**src/rtl/bus_port_fifo_pkg.sv**
```systemverilog
// Shared definitions for the bus port: ID field geometry, default broadcast
// ID and the occupancy-counter width helper.
package bus_port_fifo_pkg;

  localparam int          ID_W         = 8;
  localparam logic [7:0]  BROADCAST_ID = 8'hFF;

  // A counter must reach depth itself, so it needs one bit beyond the address.
  function automatic int cnt_width(input int depth);
    return $clog2(depth) + 1;
  endfunction

endpackage

```
**src/rtl/sync_fifo.sv**
```systemverilog
// Generic first-word-fall-through FIFO with occupancy count; a read on the
// same edge as a write frees the slot, so a full queue can still accept.
module sync_fifo
  import bus_port_fifo_pkg::*;
#(
  parameter int width = 16,
  parameter int depth = 8
) (
  input  logic                         clk,
  input  logic                         reset,
  input  logic                         wr,
  input  logic [width-1:0]             wr_data,
  input  logic                         rd,
  output logic [width-1:0]             rd_data,
  output logic                         full,
  output logic                         empty,
  output logic [cnt_width(depth)-1:0]  cnt
);

  localparam int aw = $clog2(depth);
  localparam int cw = cnt_width(depth);

  // Head must be visible combinationally, so storage is read asynchronously.
  logic [width-1:0] mem [depth];
  logic [aw-1:0]    wr_ptr_reg, rd_ptr_reg;
  logic [cw-1:0]    cnt_reg, cnt_next;
  logic             wr_en, rd_en;

  assign empty = (cnt_reg == '0);
  assign full  = (cnt_reg == cw'(depth));
  assign rd_en = rd && !empty;
  assign wr_en = wr && (!full || rd_en);

  always_comb begin
    cnt_next = cnt_reg;
    if (wr_en && !rd_en) cnt_next = cnt_reg + 1'b1;
    else if (rd_en && !wr_en) cnt_next = cnt_reg - 1'b1;
  end

  always_ff @(posedge clk) begin
    if (!reset) begin
      wr_ptr_reg <= '0;
      rd_ptr_reg <= '0;
      cnt_reg    <= '0;
    end else begin
      if (wr_en) wr_ptr_reg <= wr_ptr_reg + 1'b1;
      if (rd_en) rd_ptr_reg <= rd_ptr_reg + 1'b1;
      cnt_reg <= cnt_next;
    end
  end

  always_ff @(posedge clk) begin
    if (reset && wr_en) mem[wr_ptr_reg] <= wr_data;
  end

  assign rd_data = empty ? '0 : mem[rd_ptr_reg];
  assign cnt     = cnt_reg;

endmodule

```
**src/rtl/bus_port_fifo.sv**
```systemverilog
// Bus terminal: host TX queue toward the arbiter, ID-filtered RX queue from
// the bus, plus sticky overflow/drop flags.
module bus_port_fifo
  import bus_port_fifo_pkg::*;
#(
  parameter int         pckg_sz   = 16,
  parameter int         deep_fifo = 8,
  parameter logic [7:0] my_id     = 8'h00,
  parameter logic [7:0] broadcast = BROADCAST_ID
) (
  input  logic                             clk,
  input  logic                             reset,
  input  logic                             tx_wr,
  input  logic [pckg_sz-1:0]               tx_data,
  output logic                             tx_full,
  output logic [cnt_width(deep_fifo)-1:0]  tx_cnt,
  output logic                             pndng,
  output logic [pckg_sz-1:0]               D_pop,
  input  logic                             pop,
  input  logic                             push,
  input  logic [pckg_sz-1:0]               D_push,
  input  logic                             rx_rd,
  output logic [pckg_sz-1:0]               rx_data,
  output logic                             rx_valid,
  output logic [cnt_width(deep_fifo)-1:0]  rx_cnt,
  output logic                             tx_ovf,
  output logic                             rx_drop,
  input  logic                             clr_flags
);

  logic            tx_empty, rx_empty, rx_full;
  logic            id_match, rx_wr;
  logic [ID_W-1:0] push_id;
  logic            tx_ovf_reg, tx_ovf_next, rx_drop_reg, rx_drop_next;

  assign push_id  = D_push[pckg_sz-1 -: ID_W];
  assign id_match = (push_id == my_id) || (push_id == broadcast);
  assign rx_wr    = push && id_match;

  sync_fifo #(.width(pckg_sz), .depth(deep_fifo)) u_tx_fifo (
    .clk(clk), .reset(reset),
    .wr(tx_wr), .wr_data(tx_data),
    .rd(pop), .rd_data(D_pop),
    .full(tx_full), .empty(tx_empty), .cnt(tx_cnt)
  );

  sync_fifo #(.width(pckg_sz), .depth(deep_fifo)) u_rx_fifo (
    .clk(clk), .reset(reset),
    .wr(rx_wr), .wr_data(D_push),
    .rd(rx_rd), .rd_data(rx_data),
    .full(rx_full), .empty(rx_empty), .cnt(rx_cnt)
  );

  assign pndng    = !tx_empty;
  assign rx_valid = !rx_empty;

  // A new loss event outranks a clear in the same cycle.
  always_comb begin
    tx_ovf_next  = tx_ovf_reg;
    rx_drop_next = rx_drop_reg;
    if (tx_wr && tx_full && !pop) tx_ovf_next = 1'b1;
    else if (clr_flags)           tx_ovf_next = 1'b0;
    if (rx_wr && rx_full && !rx_rd) rx_drop_next = 1'b1;
    else if (clr_flags)             rx_drop_next = 1'b0;
  end

  always_ff @(posedge clk) begin
    if (!reset) begin
      tx_ovf_reg  <= 1'b0;
      rx_drop_reg <= 1'b0;
    end else begin
      tx_ovf_reg  <= tx_ovf_next;
      rx_drop_reg <= rx_drop_next;
    end
  end

  assign tx_ovf  = tx_ovf_reg;
  assign rx_drop = rx_drop_reg;

endmodule
```
**config.mk**
```make
export PLATFORM = sky130hd
export DESIGN_NAME = bus_port_fifo
export DESIGN_NICKNAME = d
export VERILOG_FILES = /design/src/rtl/bus_port_fifo_pkg.sv /design/src/rtl/sync_fifo.sv /design/src/rtl/bus_port_fifo.sv
export SDC_FILE = /design/constraint.sdc
export NUM_CORES = 1
export LEC_CHECK = 0
export ABC_AREA = 1
export ABC_CLOCK_PERIOD_IN_PS = 2600
export BUFFER_PORTS_ARGS = -buffer_cell sky130_fd_sc_hd__buf_2
export CAP_MARGIN = 20
export CELL_PAD_IN_SITES_DETAIL_PLACEMENT = 0
export CELL_PAD_IN_SITES_GLOBAL_PLACEMENT = 1
export CORE_MARGIN = 5
export CORE_UTILIZATION = 43
export DETAILED_ROUTE_END_ITERATION = 8
export GPL_TIMING_DRIVEN = 0
export PLACE_DENSITY = 0.83
export SETUP_SLACK_MARGIN = 0.4
export SLEW_MARGIN = 20
export SYNTH_ARGS = -nofsm -noshare
export SYNTH_HDL_FRONTEND = slang
export SYNTH_HIERARCHICAL = 1
export SYNTH_SLANG_ARGS = --single-unit
```
**constraint.sdc**
```tcl
create_clock -name clk -period 2.6 [get_ports clk]
set_clock_uncertainty 0.2 [all_clocks]
set_input_delay 0.26 -clock clk [delete_from_list [all_inputs] [get_ports clk]]
set_output_delay 0.26 -clock clk [all_outputs]
set_load 0.05 [all_outputs]
```
==> results of run 1 <==
through the flow:
stage | total power [mW] | setup TNS [ps] | area (um^2) | hold WS [ps]
4_1_cts | 16.0 | 0 | 15600 | 2.14
6_report | 16.7 | 0 | 16300 | 2.32
3_3_place_gp | 10.7 | -5250 | 13500 | 253
3_5_place_dp | 10.8 | -10790 | 13500 | 259
5_1_grt | 17.5 | 0 | 16300 | 29.2
2_1_floorplan | 9.35 | 0 | 12600 | 159
power groups by stage:
stage               Sequential, mW  Combinational (mW)  Clock [mW]
floorplan                     5.59                3.76           0
global placement              5.40                5.31           0
detailed placement            5.41                5.34           0
CTS                           5.33                6.41        4.21
global route                  5.37                7.73        4.40
finish                        5.35                7.21        4.12
area by class of cell:
cell class	count	area [um^2]
Fill cell	2416	12500
Sequential cell	284	8290
Multi-Input combinational cell	776	3790
Timing Repair Buffer	157	1460
Clock buffer	39	846
Inverter	165	648
Buffer	52	646
Tap cell	384	480
Clock inverter	14	118
cell usage in the layout (no fill, tap or decap), types with 6 or more instances in the layout:
cell type,instances
a21oi_1,15
buf_12,10
buf_2,57
buf_4,27
buf_6,41
buf_8,20
clkbuf_16,36
clkinv_1,6
dfxtp_1,17
dfxtp_4,10
dlygate4sd3_1,46
edfxtp_1,256
ha_1,6
inv_1,152
inv_2,7
nand2_1,476
nand2_2,19
nand3_1,94
nand3_2,21
nor2_1,61
nor2_2,27
nor2_4,23
xor2_1,6
cells in the mapped netlist (all sizes together):
cell type / number
nand2: 497
edfxtp: 256
inv: 165
nand3: 117
nor2: 111
buf: 52
dfxtp: 28
a21oi: 18
ha: 10
xor2: 6
o21ai: 5
nand3b: 3
fa: 2
nand4: 2
nor4: 2
or2: 2
and2: 1
what timing repair did:
action | 4_1_cts | 5_1_grt
hold buffers | 45 | 1
gates resized for setup | 169 | 116
pin swaps | 26 | 31
endpoints found under the setup margin | 292 | 264
setup buffers | 8 | 12
hold endpoints to repair | 278 | 1
gates cloned | 2 | 5
kinds of logic after synthesis:
logic type / count (synthesis) / synth area share [%]
simple gates: 735 / 23.7
flops: 284 / 65.8
buf+inv: 217 / 7.79
compound gates: 23 / 1.04
fa+ha+maj: 12 / 1.32
xor+xnor: 6 / 0.419
path summary, 6_finish.rpt:
check | startpoint | end | slack [ps] | depth (start not counted)
max | register | D_pop[0] | 270 | 8
min | pop | u_tx_fifo/wr_ptr_reg[0] | 2 | 5
max reg2reg | u_tx_fifo/cnt[0] | u_tx_fifo/cnt[2] | 390 | 11
min reg2reg | u_tx_fifo/rd_ptr_reg[1] | register | 280 | 2
metal layers:
| layer | global-route usage [%] | wire [um] | part of all wire [%] | vias up |
|---|---|---|---|---|
| li1 | - | - | - | 4460 |
| met1 | 22.0 | 12600 | 42 | 4228 |
| met2 | 31.1 | 15200 | 51 | 250 |
| met3 | 2.71 | 1620 | 5.4 | 49 |
| met4 | 4.87 | 617 | 2.1 | 0 |
| met5 | 0 | 0 | 0 | - |
worst max-delay path: cells and delay by family (launching register included):
kind                   cells  cell delay [ps]
AND/OR/NAND/NOR            5              450
buffers and inverters      3              490
flip-flops                 1              380
==> run metrics, run 1 <==
run status=finished, final reports clean; min-delay worst type=in -> reg; most area-consuming cells after synthesis=edfxtp_1 (61%), nand2_1 (15%), inv_1 (4.8%), nand3_1 (4.5%), dfxtp_1 (4.5%); transition time at the pin with the least slew margin=642 ps; DRC errors left=0; antenna viol nets, final=0; syn avg cell area=9.82 um^2; proportion of synthesized chip area in sequential cells=65.8%; half-perimeter wire length after placement=18400 um; Die Span X=181 um; via count of the first global-routing pass=8593; tightest slew margin relative to the limit=57.1%; power density over the cells=1020 mW/mm^2; worst setup slack after layout=272 ps; total congestion overflow after global routing=0; CP max stage delay=380 ps; clock network power share=24.7%; Setup crit end kind=primary output; iteration count of the initial detailed-routing pass=5; Final #Nets=1517; kind of launch point of the worst setup path=register; TritonCTS clock tree=yes; via count=8987; count of non-filler cells in the finished layout=1871; number of antenna violations at the first check in global routing=0; number of synthesis warnings=6; count of port buffers added during placement=83; worst-path maximum fanout=8; number of buffers between clock root and the deepest sink=3; netlist area before placement=0.0125 mm^2; Placer Congestion=0.817; master cell of the clock root buffer=clkbuf_16; net switching fraction of the power=37.9%; Skew-Pair Late Insertion Delay=540 ps; sinks on the clock net=284; cells traversed along the worst timing path=buf_12, clkbuf_16, nand2_1, nand3_1, nand3_1, nand2_1, nor2_2, buf_6; fraction of layout cells with a size suffix above 1=22.7%; Synth top area share=61.3%; Final Setup Violations=0; maximum level of the CTS H-tree=1; Detailed Route Iter0 Violations=558; final core utilization=56.6%; Synth Net Count=1328; placed instance count=1744; Crit-path slowest cell=dfxtp_4; Die Area=0.0327 mm^2; max-cap violation count=0; sequential group share of total power=32.1%; initial standard-cell utilization of the core=43.6%; share of the clock period used by the worst path=89.5%; wire length per cell=16.1 um; number of buffers created by CTS=30; maximum clock frequency=430 MHz; RSZ-0062 raised after global routing=true; Chip Height=181 um; number of primary I/O pins=84; largest registers=u_rx_fifo/mem x128, u_tx_fifo/mem x128; Cell variety after synth=25; clock transition at the register clock pins on the worst setup and hold paths after CTS=60 ps; combinational group share of total power=43.2%; Final Max Slew Viols=0; DR vias/cell=4.80; wirelength, routed=30100 um; cells after synthesis=1277; critical path data required time=2140 ps; cell type with the largest total area after synthesis=edfxtp_1; peak supply drop=0.000896 V; arrival time at the worst endpoint=1870 ps; cell leakage power=6.99 nW; number of synthesized register bits=284; CORE AREA=0.0288 mm^2; diodes inserted=0; type of the worst setup path=reg -> out; maximum number of pins on one net before global-route repair=17; placement row count=62; aggregate global-route resource usage=17.4%; Placement Setup Slack=-135 ps; internal power of the cells=10.4 mW; wire length of the first global-routing pass=46000 um; synthesis-to-finish area growth=29.8%; min cycle time layout=2330 ps; switching power total=6.33 mW; Hold Violations, Final=0
(Power assumes the default switching activity.)
==> run 2, diff against run 1 <==
Settings changed: ABC_AREA 1 to 0, PLACE_DENSITY 0.83 to 0.77.
==> run 2 against run 1 <==
- the flow now finishes with violations (negative setup slack)
- synthesized area decreased by 11%
- non-clock buffer count rose by 4
- register-to-register slack worse by 80 ps
- sequential power about the same
- clock power decreased by 2%
- first-iteration DRC count is 17% lower
- wire length shrank 19%
- largest power group unchanged
- highest routed layer unchanged
==> run metrics, run 2 <==
run status=complete, but fails checks; violations in the final reports=negative setup slack; Setup crit end kind=primary output; Synth Net Count=619; most instantiated flip-flop cell in the synthesis netlist=edfxtp_1; sinks on the clock net=284; cells after synthesis=568; initial standard-cell utilization of the core=43.3%; clock transition at the register clock pins on the worst setup and hold paths after CTS=60 ps; most area-consuming cells after synthesis=edfxtp_1 (69%), mux4_2 (13%), dfxtp_1 (5.0%), mux2i_1 (3.4%), nor2_1 (1.2%); footprint of the multi-input gates=0.00320 mm^2; total area of sequential cells=0.00828 mm^2; Post-synth EDFFs=256; antenna viol nets, final=0; Skew-Pair Late Insertion Delay=540 ps; type of the worst setup path=reg -> out; total non-filler cell area in the finished layout=0.0151 mm^2; transition time at the pin with the least slew margin=573 ps; DR vias/cell=5.30; synthesis-to-finish area growth=34.7%; placed instance count=998; master cell of the clock root buffer=clkbuf_16; count of non-filler cells in the finished layout=1146; worst reg2reg setup slack=310 ps; arithmetic-cell share of the synthesized area counting full adders, half adders and majority gates=1.48%; top cells by instance count after synthesis=edfxtp_1 (256), mux4_2 (64), mux2i_1 (38); number of antenna violations at the first check in global routing=0; most numerous cell in the Yosys netlist=edfxtp_1; Placement Setup Slack=-423 ps; cell leakage power=5.08 nW; fraction of the mapped netlist area in simple logic gates=5.38%; via count=6079; mux contribution to synthesized area=16.3%; count of port buffers added during placement=83; Placer Congestion=0.721; Overall Power=15.4 mW; number of synthesized register bits=284; most used cells in the layout excluding fill and tap cells=edfxtp_1 (256), mux4_2 (64), buf_6 (51); RSZ-0062 raised after global routing=true; min cycle time layout=2640 ps; number of synthesis warnings=6; main combinational cell family by area after synthesis=multiplexers; power density over the cells=1020 mW/mm^2; TritonCTS clock tree=yes; Synth top area share=68.7%; CORE AREA=0.0258 mm^2; Worst Hold Depth=4; placement row count=59; most common cell after layout, fill and taps aside=edfxtp_1; number of primary I/O pins=84; arrival time at the worst endpoint=2180 ps; peak supply drop=0.00102 V; worst-path maximum fanout=6; wirelength, routed=24300 um; min-delay worst type=in -> reg; share of the clock period used by the worst path=102%; async set or reset register ratio after synthesis=0%; Final Max Slew Viols=0; Cell variety after synth=36; fraction of layout cells with a size suffix above 1=43.3%; iteration count of the initial detailed-routing pass=5; max-cap violation count=0; Detailed Route Iter0 Violations=462; Final Setup Violations=4; XOR/XNOR Fraction of Synth Area=0.783%; worst setup slack after layout=-43.8 ps; depth of the worst register-to-register path=10; number of buffers created by CTS=29; syn avg cell area=19.7 um^2; hold path startpoint=rx_rd; end of the worst register-to-register path=u_tx_fifo/cnt[3]; half-perimeter wire length after placement=14700 um; number of buffers between clock root and the deepest sink=3; Area after DPL=0.0125 mm^2; proportion of synthesized chip area in sequential cells=73.7%; maximum level of the CTS H-tree=1; diodes inserted=0; Final #Nets=839; maximum number of pins on one net before global-route repair=18; via count of the first global-routing pass=6574; Hold Violations, Final=0; count of fill cells added during filler insertion=1883; Die Area=0.0293 mm^2; Chip Height=171 um; wire length per cell=21.2 um; wire length of the first global-routing pass=37900 um; Die Span X=171 um; Synth Area in Compound Gates=1.02%; maximum clock frequency=378 MHz; critical path data required time=2140 ps; netlist area before placement=0.0112 mm^2; cell type with the largest total area after synthesis=edfxtp_1; start of the worst register-to-register path=u_tx_fifo/cnt[3]; kind of launch point of the worst setup path=register; aggregate global-route resource usage=16.9%; largest registers=u_rx_fifo/mem x128, u_tx_fifo/mem x128; DRC errors left=0; total congestion overflow after global routing=0; tightest slew margin relative to the limit=61.7%
[run 2: cell types whose count changed after synthesis, sizes merged, moves of 12 or more]
cell | previous run | this run
inv | 165 | 9
mux2i | 0 | 38
a21oi | 18 | 5
nand2 | 497 | 13
nand3 | 117 | 8
mux4 | 0 | 64
buf | 52 | 18
and2 | 1 | 13
nor2 | 111 | 37
[run 2: final cells by class]
cell class                 count  share of cell area (%)
clock buffer                  32                    4.89
multi-input combinational    251                    21.2
clock inverter                22                    1.34
tap                          335                    2.78
inverter                       9                   0.357
sequential                   284                    54.9
timing repair buffer         189                    12.5
buffer                        24                    1.93
[run 2: power breakdown]
part | switching (mW) | total (mW) | internal, mW
Sequential | 0.171 | 5.32 | 5.15
Combinational | 3.22 | 6.02 | 2.81
Clock | 1.68 | 4.03 | 2.35
[run 2: critical path, stage by stage, from the launching register on]
cell and delay, ps:
dfxtp_2 350, buf_12 140, buf_12 110, buf_16 110, mux4_2 500, mux2i_2 210
nor2_2 70, buf_6 150
[run 2: logic make-up (layout without fill, tap and decap cells)]
group           after synthesis  in the layout
flops                       284            284
simple gates                108            108
mux                         102            102
buf+inv                      33            276
compound gates               19             19
fa+ha+maj                    12             12
xor+xnor                     10             10
[run 2: routing by layer]
metal	up-vias	share of wire, %	global-route usage, %
met5	-	0	0
met3	26	5.1	2.64
met1	3133	39	21.6
met4	0	1.5	3.51
li1	2739	-	-
met2	181	54	30.6
[run 2: worst max path at each step]
stage,to,startpoint,cells past startpoint
floorplan,u_tx_fifo/cnt[3],u_tx_fifo/cnt[0],10
global placement,u_tx_fifo/mem[3][11],u_tx_fifo/cnt[1],3
detailed placement,u_rx_fifo/mem[6][7],D_push[8],8
CTS,D_pop[9],register,7
global route,rx_data[11],register,7
finish,rx_data[11],register,7
[run 2: through the flow]
step                setup TNS (ps)  hold slack (ps)  util (%)
floorplan                    -5690              159         -
global route                 -1480             25.3      58.3
global placement            -92640              283      47.7
finish                       -63.8             22.8      58.3
CTS                           -194             3.10      57.8
detailed placement          -35490              278      48.3
[run 2: what timing repair did]
| action | 4_1_cts | 5_1_grt |
|---|---|---|
| endpoints found under the hold margin | 262 | 0 |
| setup endpoints to repair | 200 | 60 |
| pin swaps | 34 | 19 |
| gates cloned | 5 | 2 |
| setup buffers | 42 | 6 |
| gates resized for setup | 167 | 19 |
| hold buffers | 39 | 0 |
